[src/rtl/credit_flit_receiver_if.sv]
// Flit/credit bundle between the PE-facing driver and the local input port.
// slave = receiver side, master = PE + crossbar side.
interface credit_flit_receiver_if #(
  parameter int DATA_W = 20,
  parameter int PTR_W  = 3
);
  logic [DATA_W-1:0] flit_in;
  logic              flit_valid;
  logic [DATA_W-1:0] flit_out;
  logic              out_valid;
  logic              out_ready;
  logic              credit_out;
  logic [PTR_W:0]    count;
  logic              ovf_err;

  modport slave (
    input  flit_in,
    input  flit_valid,
    input  out_ready,
    output flit_out,
    output out_valid,
    output credit_out,
    output count,
    output ovf_err
  );

  modport master (
    output flit_in,
    output flit_valid,
    output out_ready,
    input  flit_out,
    input  out_valid,
    input  credit_out,
    input  count,
    input  ovf_err
  );
endinterface

[src/rtl/credit_flit_receiver.sv]
// Credit-based local input port: 8-deep FWFT flit FIFO, one credit per pop.
// Define CREDIT_RX_OVF_DET_EN to build the sticky overflow detector.
module credit_flit_receiver #(
  parameter int DATA_W = 20,
  parameter int DEPTH  = 8,
  parameter int PTR_W  = 3
) (
  input  logic clk,
  input  logic rst,
  credit_flit_receiver_if.slave bus
);

  localparam logic [PTR_W:0] FULL_CNT = (PTR_W+1)'(DEPTH);

  logic [DATA_W-1:0] mem_q [DEPTH];

  logic [PTR_W-1:0] wr_ptr_q;
  logic [PTR_W-1:0] wr_ptr_d;
  logic [PTR_W-1:0] rd_ptr_q;
  logic [PTR_W-1:0] rd_ptr_d;
  logic [PTR_W:0]   count_q;
  logic [PTR_W:0]   count_d;
  logic             credit_q;
  logic             credit_d;

  logic empty;
  logic full;
  logic push;
  logic pop;

  assign empty = (count_q == '0);
  assign full  = (count_q == FULL_CNT);

  // A full FIFO still takes a flit when the head leaves the same cycle.
  assign pop  = !empty && bus.out_ready;
  assign push = bus.flit_valid && (!full || pop);

  always_comb begin
    wr_ptr_d = wr_ptr_q;
    rd_ptr_d = rd_ptr_q;
    count_d  = count_q;
    credit_d = pop;
    if (push) begin
      wr_ptr_d = wr_ptr_q + PTR_W'(1);
    end
    if (pop) begin
      rd_ptr_d = rd_ptr_q + PTR_W'(1);
    end
    unique case (1'b1)
      (push && !pop): count_d = count_q + (PTR_W+1)'(1);
      (pop && !push): count_d = count_q - (PTR_W+1)'(1);
      default:        count_d = count_q;
    endcase
  end

  always_ff @(posedge clk or negedge rst) begin
    if (!rst) begin
      wr_ptr_q <= '0;
      rd_ptr_q <= '0;
      count_q  <= '0;
      credit_q <= 1'b0;
    end else begin
      wr_ptr_q <= wr_ptr_d;
      rd_ptr_q <= rd_ptr_d;
      count_q  <= count_d;
      credit_q <= credit_d;
    end
  end

  // Storage needs no reset; empty masks it on the output.
  always_ff @(posedge clk) begin
    if (push) begin
      mem_q[wr_ptr_q] <= bus.flit_in;
    end
  end

  assign bus.flit_out   = empty ? '0 : mem_q[rd_ptr_q];
  assign bus.out_valid  = !empty;
  assign bus.credit_out = credit_q;
  assign bus.count      = count_q;

`ifdef CREDIT_RX_OVF_DET_EN
  logic ovf_q;
  logic ovf_d;
  logic ovf_evt;

  assign ovf_evt = bus.flit_valid && full && !pop;

  always_comb begin
    ovf_d = ovf_q | ovf_evt;
  end

  always_ff @(posedge clk or negedge rst) begin
    if (!rst) begin
      ovf_q <= 1'b0;
    end else begin
      ovf_q <= ovf_d;
    end
  end

  assign bus.ovf_err = ovf_q;
`else
  assign bus.ovf_err = 1'b0;
`endif

endmodule

[src/flat_wrapper.sv]
// flat-port wrapper written by rule: the top's interface ports become plain ports
module credit_flit_receiver_flat 
#(
  parameter int DATA_W = 20,
  parameter int DEPTH  = 8,
  parameter int PTR_W  = 3
)
  (clk, rst, bus_flit_in, bus_flit_valid, bus_out_ready, bus_flit_out, bus_out_valid, bus_credit_out, bus_count, bus_ovf_err);
  credit_flit_receiver_if #(.DATA_W(DATA_W), .PTR_W(PTR_W)) bus_i ();
  input  logic clk;
  input  logic rst;
  input wire logic [$bits(bus_i.flit_in)-1:0] bus_flit_in;
  input wire logic [$bits(bus_i.flit_valid)-1:0] bus_flit_valid;
  input wire logic [$bits(bus_i.out_ready)-1:0] bus_out_ready;
  output wire logic [$bits(bus_i.flit_out)-1:0] bus_flit_out;
  output wire logic [$bits(bus_i.out_valid)-1:0] bus_out_valid;
  output wire logic [$bits(bus_i.credit_out)-1:0] bus_credit_out;
  output wire logic [$bits(bus_i.count)-1:0] bus_count;
  output wire logic [$bits(bus_i.ovf_err)-1:0] bus_ovf_err;
  assign bus_i.flit_in = bus_flit_in;
  assign bus_i.flit_valid = bus_flit_valid;
  assign bus_i.out_ready = bus_out_ready;
  assign bus_flit_out = bus_i.flit_out;
  assign bus_out_valid = bus_i.out_valid;
  assign bus_credit_out = bus_i.credit_out;
  assign bus_count = bus_i.count;
  assign bus_ovf_err = bus_i.ovf_err;
  credit_flit_receiver #(.DATA_W(DATA_W), .DEPTH(DEPTH), .PTR_W(PTR_W)) u_core (.clk(clk), .rst(rst), .bus(bus_i));
endmodule
[config.mk]
export PLATFORM = sky130hd
export DESIGN_NAME = credit_flit_receiver_flat
export DESIGN_NICKNAME = d
export VERILOG_FILES = /design/src/rtl/credit_flit_receiver_if.sv /design/src/rtl/credit_flit_receiver.sv /design/src/flat_wrapper.sv
export SDC_FILE = /design/constraint.sdc
export NUM_CORES = 1
export LEC_CHECK = 0
export ABC_AREA = 1
export CELL_PAD_IN_SITES_DETAIL_PLACEMENT = 1
export CELL_PAD_IN_SITES_GLOBAL_PLACEMENT = 1
export CORE_MARGIN = 2
export CORE_UTILIZATION = 40
export DETAILED_ROUTE_END_ITERATION = 8
export GPL_TIMING_DRIVEN = 0
export PLACE_DENSITY_LB_ADDON = 0.1
export REMOVE_ABC_BUFFERS = 1
export SYNTH_ARGS = -nofsm -noshare
export SYNTH_HDL_FRONTEND = slang
export SYNTH_SLANG_ARGS = --single-unit
[constraint.sdc]
create_clock -name clk -period 2.4 [get_ports clk]
set_input_delay 0.72 -clock clk [delete_from_list [all_inputs] [get_ports clk]]
set_output_delay 0.72 -clock clk [all_outputs]
set_load 0.05 [all_outputs]
==> results.sh, run 1 <==
export IMPL_gr_total_overflow=0
export IMPL_setup_tns_ns=-6.58
export IMPL_hold_path_endpoint="u_core.wr_ptr_q[0]"
export IMPL_drt_iter0_markers=400
export IMPL_p_leak_nw=3.25
export IMPL_synth_area_um2=6980
export IMPL_max_slew_worst_pin_slew_ns=0.599
export IMPL_avgSynthCellArea_um2=12.1
export IMPL_violations="setup timing"
export IMPL_die_area_um2=18500
export IMPL_antenna_found_initial=0
export IMPL_arrival_ns=2.08
export IMPL_core_rowCount=48
export IMPL_antenna_cells=0
export IMPL_drt_total_wl_um=21600
export IMPL_ctsRootBufferMaster="clkbuf_16"
export IMPL_vias=4940
export IMPL_hold_viol=0
export IMPL_r2r_slack_ns=0.09
export IMPL_maxCapViolCount=0
export IMPL_ctsHtreeMaxLevel=4
export IMPL_ys_warn_count=0
export IMPL_worstHoldPathCells=2
export IMPL_fin_skew_ns=0.00927
export IMPL_grt_max_degree=51
export IMPL_end_kind="output port"
export IMPL_clk_pin_slew_ns=0.07
export IMPL_floorplan_initialDensity_pct=40.6
export IMPL_dr_pass1_iters=4
export IMPL_syn2layout_area_growth_pct=33.9
export IMPL_ios=51
export IMPL_fmax_mhz=357
export IMPL_r2r_end="u_core.bus.count[3]"
export IMPL_cts_buffer_depth=2
export IMPL_mostFrequentLayoutCells="edfxtp_1 (160), nor2_1 (134), o21ai_1 (104), o21ai_0 (35)"
export IMPL_r2r_start="u_core.bus.count[2]"
export IMPL_crit_type="reg2out"
export IMPL_layout_commonest_cell="edfxtp_1"
export IMPL_worst_path_max_fanout=20
export IMPL_post_drt_wl_per_cell_um=23.9
export IMPL_place_ws_ns=-1.49
export IMPL_ys_seq_elements=171
export IMPL_grt_pass1_vias=5175
export IMPL_cts_buffers_inserted=17
export IMPL_fillCellCount=1725
export IMPL_yosys_area_top_type_share_pct=68.8
export IMPL_crit_required_ns=1.68
export IMPL_ys_types=24
export IMPL_drc=0
export IMPL_power_density_nw_per_um2=1500
export IMPL_core_region_area_um2=17200
export IMPL_fin_crit_sh_pct=117
export IMPL_via_per_inst=5.46
export IMPL_ant_nets=0
export IMPL_r2r_cells=15
export IMPL_synthCells=575
export IMPL_cts_tree="built"
export IMPL_synth_top_cell_by_area="edfxtp_1"
export IMPL_hpwlAfterDp_um=8930
export IMPL_hold_path_startpoint="u_core.wr_ptr_q[0]"
export IMPL_max_vdd_ir_drop_mv=0.693
export IMPL_start_kind="flip-flop"
export IMPL_slew_headroom_pct=60.0
export IMPL_die_h_um=136
export IMPL_final_min_clock_period_ns=2.80
export IMPL_rsz0062_at_grt="true"
export IMPL_status="complete, but fails checks"
export IMPL_synth_area_top_cells="edfxtp_1 (69%), nor2_1 (9.2%), o21ai_1 (7.2%)"
export IMPL_grtUsageTotal_pct=23.5
export IMPL_report_final_slew_viol_count=0
export IMPL_setup_slack_ns=-0.402
export IMPL_synth_seq_area_share_pct=72.8
export IMPL_cts_hold_buffers=0
export IMPL_holdCritPathClass="reg2reg"
export IMPL_clkSinkCount=171
export IMPL_setup_viol=20
export IMPL_grt_pass1_wl_um=30700
export IMPL_dieWidth_um=136
export IMPL_clock_latency_ns=0.44
export IMPL_place_gp_congestion=0.725
export IMPL_drive_gt1_share_pct=24.0
export IMPL_nNetsFinal=697
export IMPL_port_buffer_count=49
synthesized netlist by cell type, drive strengths merged:
master and number:
nand3 7, nor2 172, buf 28, dfrtp 11, or2 1, nand2 23, ha 4, xnor2 1
clkbuf 5, fa 1, xor2 4, o21ai 142, edfxtp 160, conb 1, a21oi 2, inv 13
worst max path at each step:
stage / end / start
floorplan: bus_flit_out[0] / u_core.rd_ptr_q[0]
global placement: bus_flit_out[9] / u_core.rd_ptr_q[0]
detailed placement: bus_flit_out[12] / u_core.rd_ptr_q[2]
CTS: bus_flit_out[14] / u_core.rd_ptr_q[0]
global route: bus_flit_out[12] / u_core.rd_ptr_q[0]
finish: bus_flit_out[7] / u_core.rd_ptr_q[0]
metal layers:
metal | GRT usage (%) | routed length (µm) | vias to the layer above
li1 | - | - | 2217
met1 | 29.7 | 9010 | 2556
met2 | 40.1 | 10900 | 126
met3 | 5.59 | 1270 | 41
met4 | 7.12 | 486 | 0
met5 | 0 | 0 | -
stage by stage:
stage / power, mW / instances / area, µm² / hold WS (ns) / utilization [%]
2_1_floorplan: 7.37 / 542 / 6780 / 0.424 / -
3_5_place_dp: 9.24 / 821 / 7700 / 0.538 / 44.8
6_report: 14.1 / 905 / 9350 / 0.559 / 54.4
3_3_place_gp: 9.03 / 816 / 7550 / 0.523 / 44.0
5_1_grt: 14.7 / 905 / 9350 / 0.607 / 54.4
4_1_cts: 13.4 / 896 / 9020 / 0.551 / 52.5
cells by family (layout without fill, tap and decap cells):
group	after synthesis	after routing	share of synthesized area [%]
AND/OR/NAND/NOR	203	208	11.5
buffers and inverters	46	146	3.66
flip-flops	171	171	72.8
XOR/XNOR	5	5	0.627
AO/OA/AOI/OAI	144	144	10.3
adder cells (fa/ha/maj)	5	5	1.00
other	1	1	0.0537
what timing repair did:
action,in CTS,in global routing
buffers inserted,33,4
gates cloned,11,5
endpoints found under the hold margin,0,0
endpoints found under the setup margin,187,72
gates resized for setup,204,38
pin swaps,23,34
sequential cells by signal (all words and copies together) (netlist names):
signal,cells
u_core.wr_ptr_q,3
u_core.bus.credit_out,1
u_core.mem_q,160
u_core.bus.count,4
u_core.rd_ptr_q,3
area by class of cell:
cell class / instances / area (µm²) / area share (%)
timing repair inverter: 5 / 71.3 / 0.763
tap: 225 / 282 / 3.01
multi-input combinational: 363 / 1950 / 20.8
timing repair buffer: 97 / 1280 / 13.7
sequential: 171 / 5090 / 54.5
clock inverter: 14 / 178 / 1.90
clock buffer: 17 / 425 / 4.55
inverter: 13 / 71.3 / 0.763
report_power, final:
part           total, mW  switching, mW  internal, mW
clock network       2.85           1.13          1.72
registers           4.09          0.342          3.75
logic               7.12           4.55          2.57
total               14.1           6.02          8.04
critical path: stages, from the launching register on:
cell	delay [ns]
dfrtp_4	0.55
buf_12	0.17
buf_16	0.16
inv_16	0.12
o21ai_1	0.10
o21ai_1	0.12
nor2_1	0.08
nor2_2	0.14
buf_6	0.18
(Power assumes the default switching activity.)
==> run 2: changes to the inputs <==
--- a/config.mk
+++ b/config.mk
@@ -11,6 +11,7 @@
 export CORE_MARGIN = 2
 export CORE_UTILIZATION = 40
 export DETAILED_ROUTE_END_ITERATION = 8
+export DONT_BUFFER_PORTS = 1
 export GPL_TIMING_DRIVEN = 0
 export PLACE_DENSITY_LB_ADDON = 0.1
 export REMOVE_ABC_BUFFERS = 1
==> run 2 against run 1 <==
The run still ends with setup timing left. Routed wire length rose by 3.1%. Maximum frequency grew 2.1%. Clock power up 12%. Core utilization fell by 2.0 points. Cell count shrank 5.6%. Register-to-register slack lost 0.20 ns. Largest cell class unchanged. Global-route usage fell by 0.54 points. Worst hold slack worse by 0.18 ns. Critical endpoint is now bus_flit_out[6].
==> results.sh, run 2 (synthesis gave the netlist of run 1 again) <==
export IMPL_cts_buffer_depth=2
export IMPL_drc=0
export IMPL_largest_reg_flops=160
export IMPL_setup_slack_ns=-0.344
export IMPL_dpl_cell_count=771
export IMPL_final_area_um2=9010
export IMPL_grt_pass1_vias=4692
export IMPL_report_final_slew_viol_count=0
export IMPL_end_kind="output port"
export IMPL_hpwlAfterDp_um=8540
export IMPL_arrival_ns=2.02
export IMPL_die_area_um2=18500
export IMPL_cellInternalPower_mw=7.84
export IMPL_r2r_slack_ns=-0.11
export IMPL_use_met3_pct=5.26
export IMPL_drt_iter0_markers=331
export IMPL_gr_total_overflow=0
export IMPL_floorplan_initialDensity_pct=40.6
export IMPL_final_min_clock_period_ns=2.74
export IMPL_clkSinkCount=171
export IMPL_fin_crit_sh_pct=114
export IMPL_final_cells=854
export IMPL_antenna_found_initial=0
export IMPL_grt_use_met1_pct=28.6
export IMPL_setup_tns_ns=-5.90
export IMPL_worst_path_max_fanout=6
export IMPL_grt_max_degree=42
export IMPL_met2_usage_pct=39.1
export IMPL_crit_required_ns=1.68
export IMPL_hold_path_startpoint="bus_flit_in[14]"
export IMPL_violations="setup timing"
export IMPL_cts_buffers_inserted=17
export IMPL_hold_viol=0
export IMPL_nNetsFinal=644
export IMPL_slew_headroom_pct=62.9
export IMPL_place_ws_ns=-1.21
export IMPL_busiest_layer="met2"
export IMPL_clock_latency_ns=0.43
export IMPL_dieWidth_um=136
export IMPL_port_buffer_count=0
export IMPL_fillCellCount=1703
export IMPL_die_h_um=136
export IMPL_status="complete, but fails checks"
export IMPL_mostFrequentLayoutCells="edfxtp_1 (160), nor2_1 (133), o21ai_1 (85), o21ai_0 (40), nor2_4 (34)"
export IMPL_max_vdd_ir_drop_mv=0.707
export IMPL_grtUsageTotal_pct=22.9
export IMPL_post_drt_wl_per_cell_um=26.1
export IMPL_r2r_cells=16
export IMPL_hold_path_endpoint="u_core.mem_q[0][14]"
export IMPL_start_kind="flip-flop"
export IMPL_r2r_start="u_core.bus.count[3]"
export IMPL_drive_gt1_share_pct=25.0
export IMPL_max_slew_worst_pin_slew_ns=0.555
export IMPL_syn2layout_area_growth_pct=29.1
export IMPL_dr_pass1_iters=4
export IMPL_p_leak_nw=3.08
export IMPL_layout_commonest_cell="edfxtp_1"
export IMPL_rsz0062_at_grt="true"
export IMPL_via_per_inst=5.52
export IMPL_r2r_end="u_core.bus.count[3]"
export IMPL_ios=51
export IMPL_grt_pass1_wl_um=29700
export IMPL_crit_type="reg2out"
export IMPL_p_sw_mw=6.23
export IMPL_clk_pin_slew_ns=0.07
export IMPL_place_gp_congestion=0.652
export IMPL_fmax_mhz=364
export IMPL_switching_share_pct=44.3
export IMPL_power_density_nw_per_um2=1560
export IMPL_drt_total_wl_um=22300
export IMPL_setup_viol=21
export IMPL_fin_skew_ns=0.00545
export IMPL_seq_power_share_pct=30.1
export IMPL_vias=4710
export IMPL_maxCapViolCount=0
export IMPL_core_region_area_um2=17200
export IMPL_worstHoldPathCells=0
export IMPL_power_frac_clock_pct=22.7
export IMPL_post_route_util_pct=52.4
export IMPL_placed_area_um2=7200
export IMPL_ctsRootBufferMaster="clkbuf_16"
export IMPL_pwr_share_comb_pct=47.2
export IMPL_ant_nets=0
export IMPL_ctsHtreeMaxLevel=4
export IMPL_top_register="u_core.mem_q"
export IMPL_core_rowCount=48
export IMPL_holdCritPathClass="in2reg"
export IMPL_cts_tree="built"
run 2: changes by cell type in the layout (fill, tap and decap cells not counted), sizes merged, moves of 2 or more:
cell           delta
buf              -25
clkdlybuf4s50    -24
dlygate4sd2       -4
inv               -4
bufinv            +3
clkbuf            +2
run 2: worst max-delay path, stage by stage (launching register included):
cell       delay, ns
dfrtp_4         0.57
buf_6           0.16
clkbuf_16       0.15
nor2_1          0.11
nor2_1          0.05
o21ai_1         0.09
o21ai_1         0.09
o21ai_1         0.23
nor2_4          0.13
run 2: per-layer routing:
| layer | vias to the layer above | part of all wire, % |
|---|---|---|
| met2 | 158 | 51 |
| met1 | 2416 | 41 |
| met3 | 27 | 6.7 |
| met5 | - | 0 |
| li1 | 2109 | - |
| met4 | 0 | 2.0 |
run 2: layout make-up:
cell class / instances / area, µm² / area share [%]
multi-input cells: 363 / 2060 / 22.9
well taps: 225 / 282 / 3.13
flip-flops and latches: 171 / 5100 / 56.7
inverters: 13 / 81.3 / 0.903
clock inverters: 13 / 246 / 2.74
repair buffers: 45 / 708 / 7.86
diodes: 1 / 2.50 / 0.0278
repair inverters: 4 / 87.6 / 0.972
clock buffers: 19 / 433 / 4.81
run 2: power groups by stage:
stage	clock (mW)	combinational [mW]	sequential (mW)
finish	3.19	6.65	4.24
detailed placement	0	3.86	4.62
floorplan	0	3.08	4.29
global route	3.32	7.06	4.27
CTS	3.19	5.72	4.21
global placement	0	3.71	4.59
run 2: metrics by stage:
| stage | hold slack, ns | power [mW] |
|---|---|---|
| after global routing | 0.363 | 14.6 |
| final | 0.378 | 14.1 |
| after detailed placement | 0.425 | 8.47 |
| after floorplan | 0.424 | 7.37 |
| after CTS | 0.372 | 13.1 |
| after global placement | 0.425 | 8.30 |
run 2: worst max path at each step:
stage | cells past startpoint | from | to | slack, ns
floorplan | 5 | u_core.rd_ptr_q[0] | bus_flit_out[0] | -0.96
global placement | 5 | u_core.rd_ptr_q[0] | bus_flit_out[19] | -2.60
detailed placement | 5 | u_core.rd_ptr_q[0] | bus_flit_out[12] | -1.21
CTS | 6 | u_core.rd_ptr_q[0] | bus_flit_out[12] | -0.30
global route | 6 | u_core.rd_ptr_q[0] | bus_flit_out[17] | -0.40
finish | 8 | u_core.rd_ptr_q[0] | bus_flit_out[6] | -0.34
run 2: what timing repair did:
item	in CTS	in global routing
hold buffers	1	0
gates cloned	9	7
endpoints found under the hold margin	11	0
pin swaps	24	26
endpoints found under the setup margin	159	75
setup buffers	20	13
gates resized for setup	77	45
==> run 3: changes to the inputs <==
--- a/config.mk
+++ b/config.mk
@@ -6,6 +6,7 @@
 export NUM_CORES = 1
 export LEC_CHECK = 0
 export ABC_AREA = 1
+export ABC_CLOCK_PERIOD_IN_PS = 2400
 export CELL_PAD_IN_SITES_DETAIL_PLACEMENT = 1
 export CELL_PAD_IN_SITES_GLOBAL_PLACEMENT = 1
 export CORE_MARGIN = 2
==> results of run 3 <==
Same layout as run 2: the final DEF is identical, and so are final timing and power.
